## config.mk

```make
export PLATFORM = sky130hd
export DESIGN_NAME = mprj_io_ctrl
export DESIGN_NICKNAME = d
export VERILOG_FILES = /design/src/rtl/mprj_io_ctrl.sv
export SDC_FILE = /design/constraint.sdc
export NUM_CORES = 2
export LEC_CHECK = 0
export CAP_MARGIN = 20
export CORE_MARGIN = 4
export CORE_UTILIZATION = 26
export DETAILED_ROUTE_END_ITERATION = 6
export GPL_TIMING_DRIVEN = 0
export PLACE_DENSITY = 0.51
export SYNTH_ARGS = -nofsm -noshare
export SYNTH_HDL_FRONTEND = slang
export SYNTH_SLANG_ARGS = --single-unit
```

## constraint.sdc

```tcl
create_clock -name clock -period 29.7 [get_ports clock]
set_input_delay 4.455 -clock clock [delete_from_list [all_inputs] [get_ports clock]]
set_output_delay 4.455 -clock clock [all_outputs]
set_load 0.02 [all_outputs]
```

## src/rtl/mprj_io_ctrl.sv

```systemverilog
// Per-pad GPIO control: serial config shadow chain, committed to an active bank on load.
// Optional readback of the shifted-out chain on ser_out when MPRJ_IO_CTRL_READBACK_EN is defined.
module mprj_io_ctrl #(
    parameter int unsigned      TOTAL_PADS = 38,
    parameter int unsigned      CFG_W      = 13,
    parameter logic [CFG_W-1:0] CFG_INIT   = 13'h1803
) (
    input  logic                    clock,
    input  logic                    reset,
    input  logic                    ser_valid,
    input  logic                    ser_data,
    output logic                    ser_ready,
    input  logic                    ser_load,
    output logic                    ser_out,
    output logic                    load_done,
    output logic                    load_err,
    input  logic [TOTAL_PADS-1:0]   mgmt_out,
    input  logic [TOTAL_PADS-1:0]   user_out,
    input  logic [TOTAL_PADS-1:0]   user_oeb,
    output logic [TOTAL_PADS-1:0]   pad_out,
    output logic [TOTAL_PADS-1:0]   pad_oeb,
    output logic [TOTAL_PADS-1:0]   pad_inp_dis,
    output logic [TOTAL_PADS-1:0]   pad_holdover,
    output logic [TOTAL_PADS-1:0]   pad_ib_mode_sel,
    output logic [TOTAL_PADS-1:0]   pad_vtrip_sel,
    output logic [TOTAL_PADS-1:0]   pad_slow_sel,
    output logic [TOTAL_PADS-1:0]   pad_analog_en,
    output logic [TOTAL_PADS-1:0]   pad_analog_sel,
    output logic [TOTAL_PADS-1:0]   pad_analog_pol,
    output logic [3*TOTAL_PADS-1:0] pad_dm
);
    localparam int unsigned N     = TOTAL_PADS * CFG_W;
    localparam int unsigned CNT_W = $clog2(N + 2);

    localparam int unsigned B_MGMT_ENA = 12;
    localparam int unsigned B_OEB      = 11;
    localparam int unsigned B_HOLDOVER = 10;
    localparam int unsigned B_INP_DIS  = 9;
    localparam int unsigned B_IB_MODE  = 8;
    localparam int unsigned B_AN_EN    = 7;
    localparam int unsigned B_AN_SEL   = 6;
    localparam int unsigned B_AN_POL   = 5;
    localparam int unsigned B_SLOW     = 4;
    localparam int unsigned B_VTRIP    = 3;

    localparam logic [1:0] S_IDLE  = 2'd0;
    localparam logic [1:0] S_SHIFT = 2'd1;
    localparam logic [1:0] S_APPLY = 2'd2;

    logic [1:0]       state, state_next;
    logic [N-1:0]     shadow, active;
    logic [CNT_W-1:0] cnt, cnt_inc, cnt_next;
    logic             accept, err_next, cnt_clr;

    assign accept   = ser_valid & ser_ready;
    // Saturate one past full so any overrun still reads as a mismatch.
    assign cnt_inc  = (cnt == CNT_W'(N + 1)) ? cnt : cnt + CNT_W'(1);
    assign cnt_next = accept ? cnt_inc : cnt;

    always_ff @(posedge clock or posedge reset) begin
        if (reset) state <= S_IDLE;
        else       state <= state_next;
    end

    // Next state; a same-cycle bit is counted before the load check.
    always_comb begin
        state_next = state;
        err_next   = 1'b0;
        cnt_clr    = 1'b0;
        case (state)
            S_IDLE, S_SHIFT: begin
                if (ser_load) begin
                    if (cnt_next == CNT_W'(N)) begin
                        state_next = S_APPLY;
                    end else begin
                        err_next   = 1'b1;
                        cnt_clr    = 1'b1;
                        state_next = S_IDLE;
                    end
                end else if (accept) begin
                    state_next = S_SHIFT;
                end
            end
            S_APPLY: begin
                cnt_clr    = 1'b1;
                state_next = S_IDLE;
            end
            default: state_next = S_IDLE;
        endcase
    end

    always_ff @(posedge clock or posedge reset) begin
        if (reset) begin
            shadow    <= {TOTAL_PADS{CFG_INIT}};
            active    <= {TOTAL_PADS{CFG_INIT}};
            cnt       <= '0;
            load_done <= 1'b0;
            load_err  <= 1'b0;
            ser_ready <= 1'b1;
        end else begin
            if (accept) shadow <= {shadow[N-2:0], ser_data};
            if (state == S_APPLY) active <= shadow;
            cnt       <= cnt_clr ? '0 : cnt_next;
            load_done <= (state == S_APPLY);
            load_err  <= err_next;
            ser_ready <= (state_next != S_APPLY);
        end
    end

`ifdef MPRJ_IO_CTRL_READBACK_EN
    // Bit falling off the chain end, so a full shift replays the previous stream.
    always_ff @(posedge clock or posedge reset) begin
        if (reset)       ser_out <= 1'b0;
        else if (accept) ser_out <= shadow[N-1];
    end
`else
    assign ser_out = 1'b0;
`endif

    for (genvar p = 0; p < TOTAL_PADS; p++) begin : g_pad
        logic [CFG_W-1:0] cfg;
        assign cfg                = active[p*CFG_W +: CFG_W];
        assign pad_out[p]         = cfg[B_MGMT_ENA] ? mgmt_out[p] : user_out[p];
        assign pad_oeb[p]         = cfg[B_MGMT_ENA] ? cfg[B_OEB]  : user_oeb[p];
        assign pad_holdover[p]    = cfg[B_HOLDOVER];
        assign pad_inp_dis[p]     = cfg[B_INP_DIS];
        assign pad_ib_mode_sel[p] = cfg[B_IB_MODE];
        assign pad_analog_en[p]   = cfg[B_AN_EN];
        assign pad_analog_sel[p]  = cfg[B_AN_SEL];
        assign pad_analog_pol[p]  = cfg[B_AN_POL];
        assign pad_slow_sel[p]    = cfg[B_SLOW];
        assign pad_vtrip_sel[p]   = cfg[B_VTRIP];
        assign pad_dm[3*p +: 3]   = cfg[2:0];
    end
endmodule

```

Yosys cells after proc, flatten, opt, wreduce, memory -nomap -nowiden
Index checks and enable logic that the tools add are counted.
{"block": "classes", "add_sub_neg": 1, "eq_ne": 5, "n_mux": 87, "n_bitwise": 1, "n_reduce_logical": 2}
{"cell": "two-way mux 1 bit", "count": 79}
{"cell": "two-way mux 9 bit", "count": 3}
{"cell": "equality test 9 bit (second input constant)", "count": 2}
{"cell": "adder 9 x 1 -> 9 bit (second input constant)", "count": 1}
{"cell": "two-way mux 2 bit", "count": 4}
{"cell": "equality test 2 x 1 -> 1 bit (second input constant)", "count": 1}
{"cell": "equality test 2 bit (second input constant)", "count": 1}
{"cell": "logical NOT 2 bit", "count": 1}
{"cell": "inequality test 2 bit (second input constant)", "count": 1}
{"cell": "case mux 1 bit (2 select lines)", "count": 1}
{"cell": "OR reduction 2 bit", "count": 1}
{"cell": "AND 1 bit", "count": 1}
{"block": "word_totals", "ff_bits": 1002, "in_bits": 119, "out_inout_bits": 498, "elab_cells": 103}

Depth between registers and ports, before layout
{"block": "logic_depth", "ltp_word": 8, "mapped_depth": 7, "ltp_nobuf": 6}

Least setup slack after synthesis
Ideal clock, no wire load.
{"block": "synth_path", "path_type": "input-to-output", "startpoint": "input mgmt_out[0]", "endpoint": "output pad_out[0]", "arrival_time_ps": 4760, "required_time_ps": 25245, "slack_ps": 20485, "cell_stages": 1, "n_path_buf": 0, "cell_sequence": "mux2_2"}
{"block": "synth_between", "elab_chain_len": 1}
{"element": "from (decl)", "line_no": "17", "source": "input logic [TOTAL_PADS-1:0] mgmt_out,"}
{"element": "two-way mux 1 bit", "line_no": "123", "source": "assign pad_out[p] = cfg[B_MGMT_ENA] ? mgmt_out[p] : user_out[p];"}
{"element": "to (decl)", "line_no": "20", "source": "output logic [TOTAL_PADS-1:0] pad_out,"}
No other way between the ends.

Worst setup path after layout
{"block": "layout_path", "startpoint": "input mgmt_out[21]", "endpoint": "output pad_out[21]"}
Same word-level chain as after synthesis.

==> flow_metrics.env <==
export IMPL_layout_common_cells="2,971 x nand2_1, 697 x dfrtp_1, 615 x clkdlybuf4s50_1, 420 x buf_4, 305 x dfstp_2"
export IMPL_cts_resized=0
export IMPL_vdd_drop_max_mv=0.04246
export IMPL_slew_headroom_pct=26.98
export IMPL_rows=147
export IMPL_timing_worst_setup_path_type="input pin to output pin"
export IMPL_crit_fanout=1
export IMPL_vias_per_cell=4.017
export IMPL_cts_hold_buf=0
export IMPL_start_util_pct=26.12
export IMPL_port_buffers=615
export IMPL_ys_ff_latch=1002
export IMPL_syn_avg_cell_area_sq_um=8.821
export IMPL_clk_pin_slew_ps=60
export IMPL_post_route_period_util_pct=34.32
export IMPL_hp_class="flop to flop"
export IMPL_die_x_microns=409.4
export IMPL_pin_count=617
export IMPL_async_flop_share_pct=100.0
export IMPL_cts_num_sinks=1002
export IMPL_max_freq_ghz=0.09809
export IMPL_rsz0062_at_grt="no"
export IMPL_grt_pass1_wl_mm=185.4
export IMPL_finalSetupViolCount=0
export IMPL_final_common_cell="nand2_1"
export IMPL_postCtsSetupBuffers=0
export IMPL_yosysWarningCount=0
export IMPL_status="finished, final reports clean"
export IMPL_dp_hpwl_mm=85.13
export IMPL_core_area_sq_um=160400
export IMPL_dr_pass1_iters=7
export IMPL_antenna_found_initial=3
export IMPL_drt_wirelength_per_cell_microns=14.94
export IMPL_fin_nets=5630
export IMPL_cts_tree="done"
export IMPL_tightest_slew_ps=1095
export IMPL_drv_cap=0
export IMPL_drive_above_1_share_pct=18.11
export IMPL_syn_cell_area_sq_um=41890
export IMPL_overflow=0
export IMPL_netlist_instances=4749
export IMPL_required_ps=25240
export IMPL_synth_edf_count=0
export IMPL_clkLatencyLatePin_ps=710
export IMPL_drt_met1_wl_mm=51.00
export IMPL_met3_length_mm=7.368
export IMPL_grt_usage_pct=13.84
export IMPL_synth_main_ff_cell="dfrtp_1"
export IMPL_final_hold_violation_count=0
export IMPL_maxSlewViolCount=0
export IMPL_synth_nets=4869
export IMPL_finClkSkew_ps=21.87
export IMPL_ys_types=42
export IMPL_antenna_left=0
export IMPL_h_tree_depth=3
export IMPL_clock_path_buffers=3
export IMPL_crit_path_end_kind="output pin"
export IMPL_gp_congestion=0.7575
export IMPL_placedCellCount=7555
export IMPL_seq_area_frac_synth_pct=60.76
export IMPL_grt_pass1_vias=31790
export IMPL_finalCriticalPeriod_ps=10190
export IMPL_cts_buffers=113
export IMPL_top_layer="met4"
export IMPL_start_kind="input pin"
export IMPL_routed_wl_met2_mm=55.15
export IMPL_cts_root_buffer="clkbuf_16"
export IMPL_die_area_sq_um=167600
export IMPL_grt_max_degree=43
export IMPL_drt_first_iter_violations=1686
export IMPL_layout_cells_non_filler=7773
export IMPL_setup_tns_ps=0
export IMPL_wl_mm=116.1
export IMPL_drc_errors=0
export IMPL_area_growth_pct=31.46
export IMPL_total_power_mw=2.878
export IMPL_powerDensity_nw_per_um2=52.26
export IMPL_num_vias=31220
export IMPL_leakagePower_nw=28.30
export IMPL_die_h_microns=409.4
export IMPL_cp_arrival_ps=5740
## synth_stat cells (2+ instances only)
library cell / count / area share (%)
dfstp_2: 305 / 19
buf_2: 2 / 0.024
and3_1: 2 / 0.030
nor3_1: 8 / 0.096
buf_1: 4 / 0.036
nand2_1: 2971 / 27
mux2_2: 76 / 2.0
buf_4: 420 / 7.5
nand2b_1: 3 / 0.045
nor2b_1: 2 / 0.030
nor2_1: 2 / 0.018
a21oi_1: 4 / 0.048
and2_1: 3 / 0.045
clkbuf_1: 214 / 1.9
xor2_1: 4 / 0.084
nand4_1: 5 / 0.075
inv_1: 3 / 0.027
dfrtp_1: 697 / 42
## worst max-delay path: stages
cell,delay [ps]
clkdlybuf4s50_1,450
mux2_2,170
clkdlybuf4s50_1,660
## report_power, final
| part | leakage (nW) | total, mW | switching, mW | internal [mW] |
|---|---|---|---|---|
| clock | 1.81 | 1.39 | 0.582 | 0.805 |
| sequential | 12.9 | 1.38 | 0.00543 | 1.38 |
| combinational | 13.6 | 0.110 | 0.0696 | 0.0404 |
| total | 28.3 | 2.88 | 0.657 | 2.22 |
## layer usage
| layer | up-vias | GRT usage (%) |
|---|---|---|
| li1 | 15530 | - |
| met1 | 14990 | 17.68 |
| met2 | 562 | 22.94 |
| met3 | 144 | 3.869 |
| met4 | 0 | 3.862 |
| met5 | - | 0 |
## state kept, by name, summed over array words and instances, names as in the netlist
| signal | cells |
|---|---|
| cnt | 9 |
| state | 2 |
| ser_ready | 1 |
| active | 494 |
| load_done | 1 |
| shadow | 494 |
| load_err | 1 |
## layout make-up
cell class	count	area [sq um]
fillers	16740	105300
flip-flops and latches	1002	25460
multi-input cells	3103	12440
repair buffers	646	6774
plain buffers	640	3981
clock buffers	185	3422
well taps	2160	2703
clock inverters	31	271.5
inverters	4	18.77
diodes	2	5.005
## final timing paths
kind	slack, ps	startpoint	depth (start not counted)	end
setup / recovery	19510	mgmt_out[21]	3	pad_out[21]
hold / removal	450	shadow[26]$_DFFE_PP1N_	2	active[26]$_DFFE_PP1P_
setup reg to reg	27060	ser_ready$_DFF_PP1_	6	shadow[164]$_DFFE_PP0N_
hold reg to reg	450	shadow[26]$_DFFE_PP1N_	2	active[26]$_DFFE_PP1P_
max in group asynchronous	22570	reset	12	shadow[103]$_DFFE_PP1N_
min in group asynchronous	4090	reset	2	active[372]$_DFFE_PP0P_
## cells by family (layout without fill, tap and decap cells)
group | after synthesis | count (layout) | share of synthesized area [%]
simple gates | 3006 | 3006 | 27.15
flops | 1002 | 1002 | 60.76
buf+inv | 644 | 1506 | 9.539
mux | 78 | 78 | 2.121
compound gates | 12 | 12 | 0.2808
xor+xnor | 5 | 5 | 0.1045
fa+ha+maj | 1 | 1 | 0.02986
other cells | 1 | 3 | 0.008951
## per-stage QoR
step	setup WS, ps	cell area (sq um)	hold slack, ps	utilization [%]
global placement	4545	50750	444.9	31.65
global route	19430	55070	460.5	34.34
detailed placement	19450	51370	447.8	32.03
finish	19510	55070	451.3	34.34
CTS	19440	55070	450.6	34.33
floorplan	11690	41900	421.9	-
(Power assumes the default switching activity.)
